$ cat config.mk
export PLATFORM = sky130hd
export DESIGN_NAME = reg_bank_arbiter
export DESIGN_NICKNAME = d
export VERILOG_FILES = /design/src/rtl/reg_bank_pkg.sv /design/src/rtl/rr_arbiter.sv /design/src/rtl/reg_bank_arbiter.sv
export SDC_FILE = /design/constraint.sdc
export NUM_CORES = 1
export LEC_CHECK = 0
export CORE_MARGIN = 10
export CORE_UTILIZATION = 50
export CTS_BUF_LIST = sky130_fd_sc_hd__clkbuf_4 sky130_fd_sc_hd__clkbuf_8 sky130_fd_sc_hd__clkbuf_16
export CTS_CLUSTER_SIZE = 25
export DETAILED_ROUTE_END_ITERATION = 10
export PLACE_DENSITY = 0.82
export SLEW_MARGIN = 20
export SYNTH_ARGS = -nofsm -noshare
export SYNTH_HDL_FRONTEND = slang
export SYNTH_SLANG_ARGS = --single-unit
$ cat constraint.sdc
create_clock -name clock -period 26.9 [get_ports clock]
set_clock_uncertainty 0.1 [all_clocks]
set_input_delay 8.07 -clock clock [delete_from_list [all_inputs] [get_ports clock]]
set_output_delay 8.07 -clock clock [all_outputs]
set_load 0.05 [all_outputs]
$ cat src/rtl/reg_bank_pkg.sv
// reg_bank_pkg: shared constants and types for the control register bank
// and its write arbiter.
//   DEF_NUM_REGS / DEF_ADDR_W / DEF_DATA_W : default bank geometry
//   arb_state_t                            : grant FSM state encoding
package reg_bank_pkg;

  localparam int DEF_NUM_REGS = 32;
  localparam int DEF_ADDR_W   = 5;
  localparam int DEF_DATA_W   = 8;

  typedef enum logic {
    IDLE  = 1'b0,
    OWNED = 1'b1
  } arb_state_t;

endpackage

$ cat src/rtl/rr_arbiter.sv
// rr_arbiter: combinational round-robin winner select.
//   req        : request vector, one bit per requester
//   last_owner : previous grant; the search starts at last_owner+1 and wraps
//   winner     : index of the first requester found (0 when none)
//   found      : high when any request bit is set
module rr_arbiter #(
  parameter int NUM_REQ = 2,
  parameter int GID_W   = 1
) (
  input  logic [NUM_REQ-1:0] req,
  input  logic [GID_W-1:0]   last_owner,
  output logic [GID_W-1:0]   winner,
  output logic               found
);

  // Outer loop walks the circular priority order; inner loop keeps every
  // bit select on a constant index.
  always_comb begin
    winner = '0;
    found  = 1'b0;
    for (int unsigned off = 1; off <= NUM_REQ; off++) begin
      for (int unsigned i = 0; i < NUM_REQ; i++) begin
        if (!found && req[i] && ((32'(last_owner) + off) % NUM_REQ == i)) begin
          found  = 1'b1;
          winner = GID_W'(i);
        end
      end
    end
  end

endmodule

$ cat src/rtl/reg_bank_arbiter.sv
// reg_bank_arbiter: owns the NUM_REGS x DATA_W control register bank and
// shares its single write port between NUM_REQ requesters with a
// round-robin grant FSM (IDLE/OWNED). An owner may hold the grant with
// req_lock for burst writes; a locked but idle owner is released after
// LOCK_TIMEOUT cycles (0 = never).
//
// Ports:
//   clock, reset      : clock, asynchronous active-high reset
//   req_valid/lock    : per-requester write request / keep-grant flag
//   req_addr/data     : packed per-requester address and data
//   req_ready         : one-hot ready for the current owner while OWNED
//   grant_id          : current or last owner
//   wr_strobe/wr_addr : one-cycle pulse and address of each committed write
//   wr_err            : one-cycle pulse when a handshaked write is dropped
//   registers_packed  : whole bank, register i at [i*DATA_W +: DATA_W]
//
// Build option: REG_WRITE_PROTECT_EN makes registers flagged in RO_MASK
// read-only to every requester except requester 0.
module reg_bank_arbiter
  import reg_bank_pkg::*;
#(
  parameter int                  NUM_REQ      = 2,
  parameter int                  NUM_REGS     = DEF_NUM_REGS,
  parameter int                  ADDR_W       = DEF_ADDR_W,
  parameter int                  DATA_W       = DEF_DATA_W,
  parameter int                  LOCK_TIMEOUT = 64,
  parameter logic [NUM_REGS-1:0] RO_MASK      = '0,
  parameter int                  GID_W        = (NUM_REQ > 1) ? $clog2(NUM_REQ) : 1
) (
  input  logic                       clock,
  input  logic                       reset,
  input  logic [NUM_REQ-1:0]         req_valid,
  input  logic [NUM_REQ-1:0]         req_lock,
  input  logic [NUM_REQ*ADDR_W-1:0]  req_addr,
  input  logic [NUM_REQ*DATA_W-1:0]  req_data,
  output logic [NUM_REQ-1:0]         req_ready,
  output logic [GID_W-1:0]           grant_id,
  output logic                       wr_strobe,
  output logic [ADDR_W-1:0]          wr_addr,
  output logic                       wr_err,
  output logic [NUM_REGS*DATA_W-1:0] registers_packed
);

  localparam int CNT_W = (LOCK_TIMEOUT > 0) ? $clog2(LOCK_TIMEOUT + 1) : 1;
  localparam logic [CNT_W-1:0] CNT_LAST = CNT_W'((LOCK_TIMEOUT > 0) ? LOCK_TIMEOUT - 1 : 0);

  arb_state_t                 state;
  logic [GID_W-1:0]           owner;
  logic [GID_W-1:0]           last_owner;
  logic [CNT_W-1:0]           idle_cnt;
  logic [NUM_REGS*DATA_W-1:0] bank;

  logic                       sel_valid;
  logic                       sel_lock;
  logic [ADDR_W-1:0]          sel_addr;
  logic [DATA_W-1:0]          sel_data;
  logic [GID_W-1:0]           rr_winner;
  logic                       rr_found;
  logic                       hs;
  logic                       addr_ok;
  logic                       ro_hit;
  logic                       commit;
  logic                       drop;

  rr_arbiter #(
    .NUM_REQ (NUM_REQ),
    .GID_W   (GID_W)
  ) u_rr (
    .req        (req_valid),
    .last_owner (last_owner),
    .winner     (rr_winner),
    .found      (rr_found)
  );

  // Current owner's request fields.
  always_comb begin
    sel_valid = 1'b0;
    sel_lock  = 1'b0;
    sel_addr  = '0;
    sel_data  = '0;
    for (int unsigned i = 0; i < NUM_REQ; i++) begin
      if (owner == GID_W'(i)) begin
        sel_valid = req_valid[i];
        sel_lock  = req_lock[i];
        sel_addr  = req_addr[i*ADDR_W +: ADDR_W];
        sel_data  = req_data[i*DATA_W +: DATA_W];
      end
    end
  end

  always_comb begin
    req_ready = '0;
    if (state == OWNED) begin
      for (int unsigned i = 0; i < NUM_REQ; i++) begin
        req_ready[i] = (owner == GID_W'(i));
      end
    end
  end

`ifdef REG_WRITE_PROTECT_EN
  always_comb begin
    ro_hit = 1'b0;
    for (int unsigned i = 0; i < NUM_REGS; i++) begin
      if (sel_addr == ADDR_W'(i)) ro_hit = RO_MASK[i] && (owner != '0);
    end
  end
`else
  logic unused_ro_mask;
  assign unused_ro_mask = ^RO_MASK;
  assign ro_hit         = 1'b0;
`endif

  assign hs      = (state == OWNED) && sel_valid;
  assign addr_ok = int'(sel_addr) < NUM_REGS;
  assign commit  = hs && addr_ok && !ro_hit;
  assign drop    = hs && !commit;

  assign grant_id         = owner;
  assign registers_packed = bank;

  always_ff @(posedge clock or posedge reset) begin
    if (reset) begin
      state      <= IDLE;
      owner      <= '0;
      last_owner <= GID_W'(NUM_REQ - 1);
      idle_cnt   <= '0;
      bank       <= '0;
      wr_strobe  <= 1'b0;
      wr_err     <= 1'b0;
      wr_addr    <= '0;
    end else begin
      wr_strobe <= commit;
      wr_err    <= drop;
      if (commit) begin
        wr_addr <= sel_addr;
        for (int unsigned i = 0; i < NUM_REGS; i++) begin
          if (sel_addr == ADDR_W'(i)) bank[i*DATA_W +: DATA_W] <= sel_data;
        end
      end

      case (state)
        IDLE: begin
          if (rr_found) begin
            owner      <= rr_winner;
            last_owner <= rr_winner;
            idle_cnt   <= '0;
            state      <= OWNED;
          end
        end
        OWNED: begin
          if (hs) begin
            idle_cnt <= '0;
            if (!sel_lock) state <= IDLE;
          end else if (!sel_lock) begin
            idle_cnt <= '0;
            state    <= IDLE;
          end else if (LOCK_TIMEOUT != 0 && idle_cnt == CNT_LAST) begin
            // This edge is the LOCK_TIMEOUT-th idle cycle of the lock.
            idle_cnt <= '0;
            state    <= IDLE;
          end else if (idle_cnt != '1) begin
            idle_cnt <= idle_cnt + 1'b1;
          end
        end
        default: state <= IDLE;
      endcase
    end
  end

endmodule

==> metrics.cfg <==
[placed_design]
hpwl_um=21900
io_buffer_count=296
gp_congestion=0.776

[yosys]
synth_fp_nets=736
syn_inst=703
yosys_register_bits=272
synth-edff-count=0
synth_area_leader_cell=dfrtp_1
ys_seq_area_frac=0.608
synth_area_leaders=dfrtp_1 61%, mux2_2 24%, nor3_4 3.2%
yosys_warnings=0
syn_area_per_cell_um2=15.9
synthArstFlopShare=1.00
synth_commonest_cells=271 x dfrtp_1, 242 x mux2_2, 26 x clkbuf_1
yosysMostFrequentCell=dfrtp_1
synth_area_mm2=0.0112
synthDominantCellAreaShare=0.606
ys.flop_type=dfrtp_1
synth_cell_types=50

[route]
drt_wl_total_um=32400
post_drt_via_cell_ratio=5.43
wire_per_inst_um=25.1
routed-via-count=7032
dr.pass1.iters=4
drtAntennaViolNets=0
drcViolationCount=0
drtIter0Drc=313

[sta]
hold_viol=0
finalSetupViolCount=0
worst_slew_pin_slew_ns=0.958
rsz0062_at_grt=no
fmax_mhz=95.1
drv_slew=0
fin_setup_tns_ns=0
post-route-min-period_ns=10.51
relSlewSlack=0.361
layout_worst_path_cycle_share=0.391

[run_status]
outcome=finished, final reports clean

[worst_hold_path]
min_from=wr_addr[1]$_DFFE_PP0P_
hold-path-endpoint=wr_addr[1]$_DFFE_PP0P_
hp-class=reg2reg
holdPathStages=2

[floorplanning]
die_w_um=170
io_pins=298
die_h_um=170
row_count=54
die_area_mm2=0.0288
initial_core_util=0.510
core_area_mm2=0.0220

[critical_path]
reg2reg_from=grant_id$_DFFE_PP0P_
worstPathRequired_ns=18.73
cp_cell_sequence=buf_4 -> nor2b_1 -> clkdlybuf4s50_1
crit_type=reg2out
regToRegEndpoint=registers_packed[244]$_DFFE_PP0P_
ff2ff_setup_slack_ns=24.06
cp-start-kind=register
path_max_fanout=36
slowest_delay_ns=0.87
cp-end-kind=primary output
r2r_cells=5
critPathArrivalTime_ns=2.34
slowest_stage=clkdlybuf4s50_1

[grt]
grt_max_degree=125
grt_pass1_wl_um=48900
antenna_found_initial=0
grt_usage=0.221
overflow=0
grt_pass1_vias=7683

[clock_network]
ctsHoldBuffers=0
ctsResizeCount=0
clock_latency_ns=0.54
cts_buffer_depth=3
cts.sinks=272
cts_htree_levels=1
post_cts.repair.setup_buffers=0
cts.clk_slew.worst_paths_ns=0.06
cts_buffers=28
cts_tree=yes
cts-root-buf=clkbuf_16

[final_layout]
area_delta_synth_final_pct=37.5
diodes=0
final_nets=1027
multi_input_comb_area_mm2=0.00414
nFillCells=1483
drive_gt1_frac=0.359
seqCellArea_mm2=0.00681

[job]
cap_violations=0

critical path, delay by kind of cell (launching register included):
family	cells	cell delay, ns
buffers and inverters	2	1.15
and+or+nand+nor	1	0.30
DFF	1	0.36
per-stage QoR:
stage / setup slack, ns / hold WS (ns) / utilization / std cells / instance area, um^2
2_1_floorplan: 11.24 / 0.363 / - / 703 / 11200
3_3_place_gp: 16.18 / 0.365 / 0.652 / 1244 / 14300
3_5_place_dp: 16.11 / 0.388 / 0.652 / 1244 / 14300
4_1_cts: 16.36 / 0.397 / 0.701 / 1294 / 15400
5_1_grt: 16.29 / 0.411 / 0.701 / 1294 / 15400
6_report: 16.39 / 0.387 / 0.701 / 1294 / 15400
registers in the layout (all words and copies together), names as in the netlist:
name and cells:
grant_id 1, wr_addr 5, registers_packed 256, state 1, wr_strobe 1, last_owner 1
idle_cnt 7
cells by family (layout without fill, tap and decap cells):
group / count (synthesis) / count (layout) / share of synthesized area
buffers and inverters: 47 / 358 / 0.0222
AO/OA/AOI/OAI: 37 / 37 / 0.0308
AND/OR/NAND/NOR: 77 / 77 / 0.0613
other: 1 / 1 / 0.000335
XOR/XNOR: 1 / 1 / 0.000782
multiplexers: 267 / 267 / 0.276
flip-flops: 272 / 272 / 0.608
adder cells (fa/ha/maj): 1 / 1 / 0.00112
final cells by class:
| type | instances | share of cell area |
|---|---|---|
| sequential | 272 | 0.442 |
| clock buffer | 35 | 0.0510 |
| inverter | 9 | 0.00268 |
| multi-input combinational | 384 | 0.269 |
| tap | 280 | 0.0228 |
| timing repair buffer | 299 | 0.194 |
| clock inverter | 15 | 0.0184 |
placed cells by master, fill, tap and decap left out, types with 7 or more instances in the layout:
cell type        synthesis  layout
nor3_4                  22      22
dfrtp_1                271     271
nand2_1                 12      12
o21ai_0                 10      10
clkbuf_16                0      28
mux2_2                 242     242
mux2_4                  22      22
a21oi_1                  7       7
inv_1                    9       8
clkdlybuf4s50_1          0     296
nor2_1                   9       9
bufinv_16                0       7
worst max path at each step:
stage | cells after the start | to | start
2_1_floorplan | 1 | grant_id$_DFFE_PP0P_ | reset
3_3_place_gp | 6 | registers_packed[171]$_DFFE_PP0P_ | req_valid[0]
3_5_place_dp | 6 | registers_packed[167]$_DFFE_PP0P_ | req_valid[0]
4_1_cts | 3 | req_ready[0] | grant_id$_DFFE_PP0P_
5_1_grt | 3 | req_ready[0] | grant_id$_DFFE_PP0P_
6_report | 3 | req_ready[0] | grant_id$_DFFE_PP0P_
per-layer routing:
layer	track usage	share of wire
met3	0.0814	0.097
met4	0.0767	0.034
met1	0.267	0.39
met5	0	0
met2	0.358	0.48
Power is left out: the tool's default activity adds up to more than one toggle a clock period on the data nets, which glitch-free logic cannot reach.
==> variant, RTL diff (same flow settings) <==
`NUM_REQ` is set to 2 in 2 places; all go to 1.
--- a/src/rtl/rr_arbiter.sv
+++ b/src/rtl/rr_arbiter.sv
@@ -4,7 +4,7 @@
 //   winner     : index of the first requester found (0 when none)
 //   found      : high when any request bit is set
 module rr_arbiter #(
-  parameter int NUM_REQ = 2,
+  parameter int NUM_REQ = 1,
   parameter int GID_W   = 1
 ) (
   input  logic [NUM_REQ-1:0] req,
--- a/src/rtl/reg_bank_arbiter.sv
+++ b/src/rtl/reg_bank_arbiter.sv
@@ -19,7 +19,7 @@
 module reg_bank_arbiter
   import reg_bank_pkg::*;
 #(
-  parameter int                  NUM_REQ      = 2,
+  parameter int                  NUM_REQ      = 1,
   parameter int                  NUM_REGS     = DEF_NUM_REGS,
   parameter int                  ADDR_W       = DEF_ADDR_W,
   parameter int                  DATA_W       = DEF_DATA_W,
Interface: changed (5 resized); port bits go from 298 to 282. No check against the original RTL was run, so the function may have changed too.
==> variant against the original RTL <==
- die area is 5.7% lower
- sequential cell count is 2 lower
- synthesized area is 6.5% lower
- critical path depth is 2 lower
- routed wire length is 7.4% lower
- cell count is 4.6% lower
- worst setup slack better by 0.20 ns
- critical path type unchanged
- design area is 6.1% lower
- count of clock-buffer cells in the layout is 2 lower
- highest routed layer unchanged
- via count is 5.7% lower
==> variant: results (changes against the original RTL) <==
| Metric | Value |
|---|---|
| Status | complete, no violations |
| N_diodes | 1 (+1) |
| Global-route wire length before repair | 45300 um (-7.2%) |
| Port Buf Inserts | 279 (-5.7%) |
| Post-DP HPWL | 20200 um (-8.0%) |
| CP arrival | 2.15 ns (-0.19 ns) |
| Critical path's largest stage delay | 0.93 ns (+0.06 ns) |
| Min-delay src | registers_packed[196]$_DFFE_PP0P_ |
| GRT Total Usage | 0.218 (-0.00290) |
| R2R cell count | 4 (-1) |
| WL/cell | 24.3 um (-3.0%) |
| Placer Congestion | 0.797 (+2.7%) |
| Non-Clock Inverter Count | 3 (-6) |
| Fin nets | 962 (-6.3%) |
| Worst slew pin tran | 0.985 ns (+0.0269 ns) |
| Vias in the first global route | 7188 (-6.4%) |
| Fraction of area in multi-input gates | 0.245 (-0.0244) |
| Hold path depth | 1 (-1) |
| Met3 usage | 0.0846 (+0.00323) |
| # fillers | 1413 (-4.7%) |
| Clock buffer count | 33 (-5.7%) |
| Non-clock buffering overhead | 0.198 (+0.00437) |
| Initial antenna violation count | 1 (+1) |
| Grt met2 use | 0.369 (+0.0108) |
| Layout cell share with drive strength beyond 1 | 0.353 (-0.00628) |
## variant: changes by cell type after synthesis, sizes merged, moves of 4 or more
| cell | before | now |
|---|---|---|
| inv | 9 | 3 |
| nor3 | 29 | 4 |
| a32oi | 4 | 0 |
| nor2 | 10 | 22 |
| nand3 | 3 | 7 |
| and3b | 0 | 4 |
| o21ai | 10 | 4 |
## variant: worst paths after layout
check | endpoint | slack (ns)
worst max-delay path | req_ready | 16.58
min in group asynchronous | registers_packed[225]$_DFFE_PP0P_ | 8.01
max in group asynchronous | registers_packed[57]$_DFFE_PP0P_ | 17.17
worst min register to register | registers_packed[196]$_DFFE_PP0P_ | 0.39
worst min-delay path | registers_packed[196]$_DFFE_PP0P_ | 0.39
worst max register to register | registers_packed[133]$_DFFE_PP0P_ | 24.71
## variant: kinds of logic after synthesis
kind of cell	Yosys count	synth area share
compound gates	15	0.00848
fa+ha+maj	1	0.00119
buf+inv	41	0.0173
flops	270	0.645
mux	261	0.281
other cells	1	0.000358
simple gates	73	0.0469
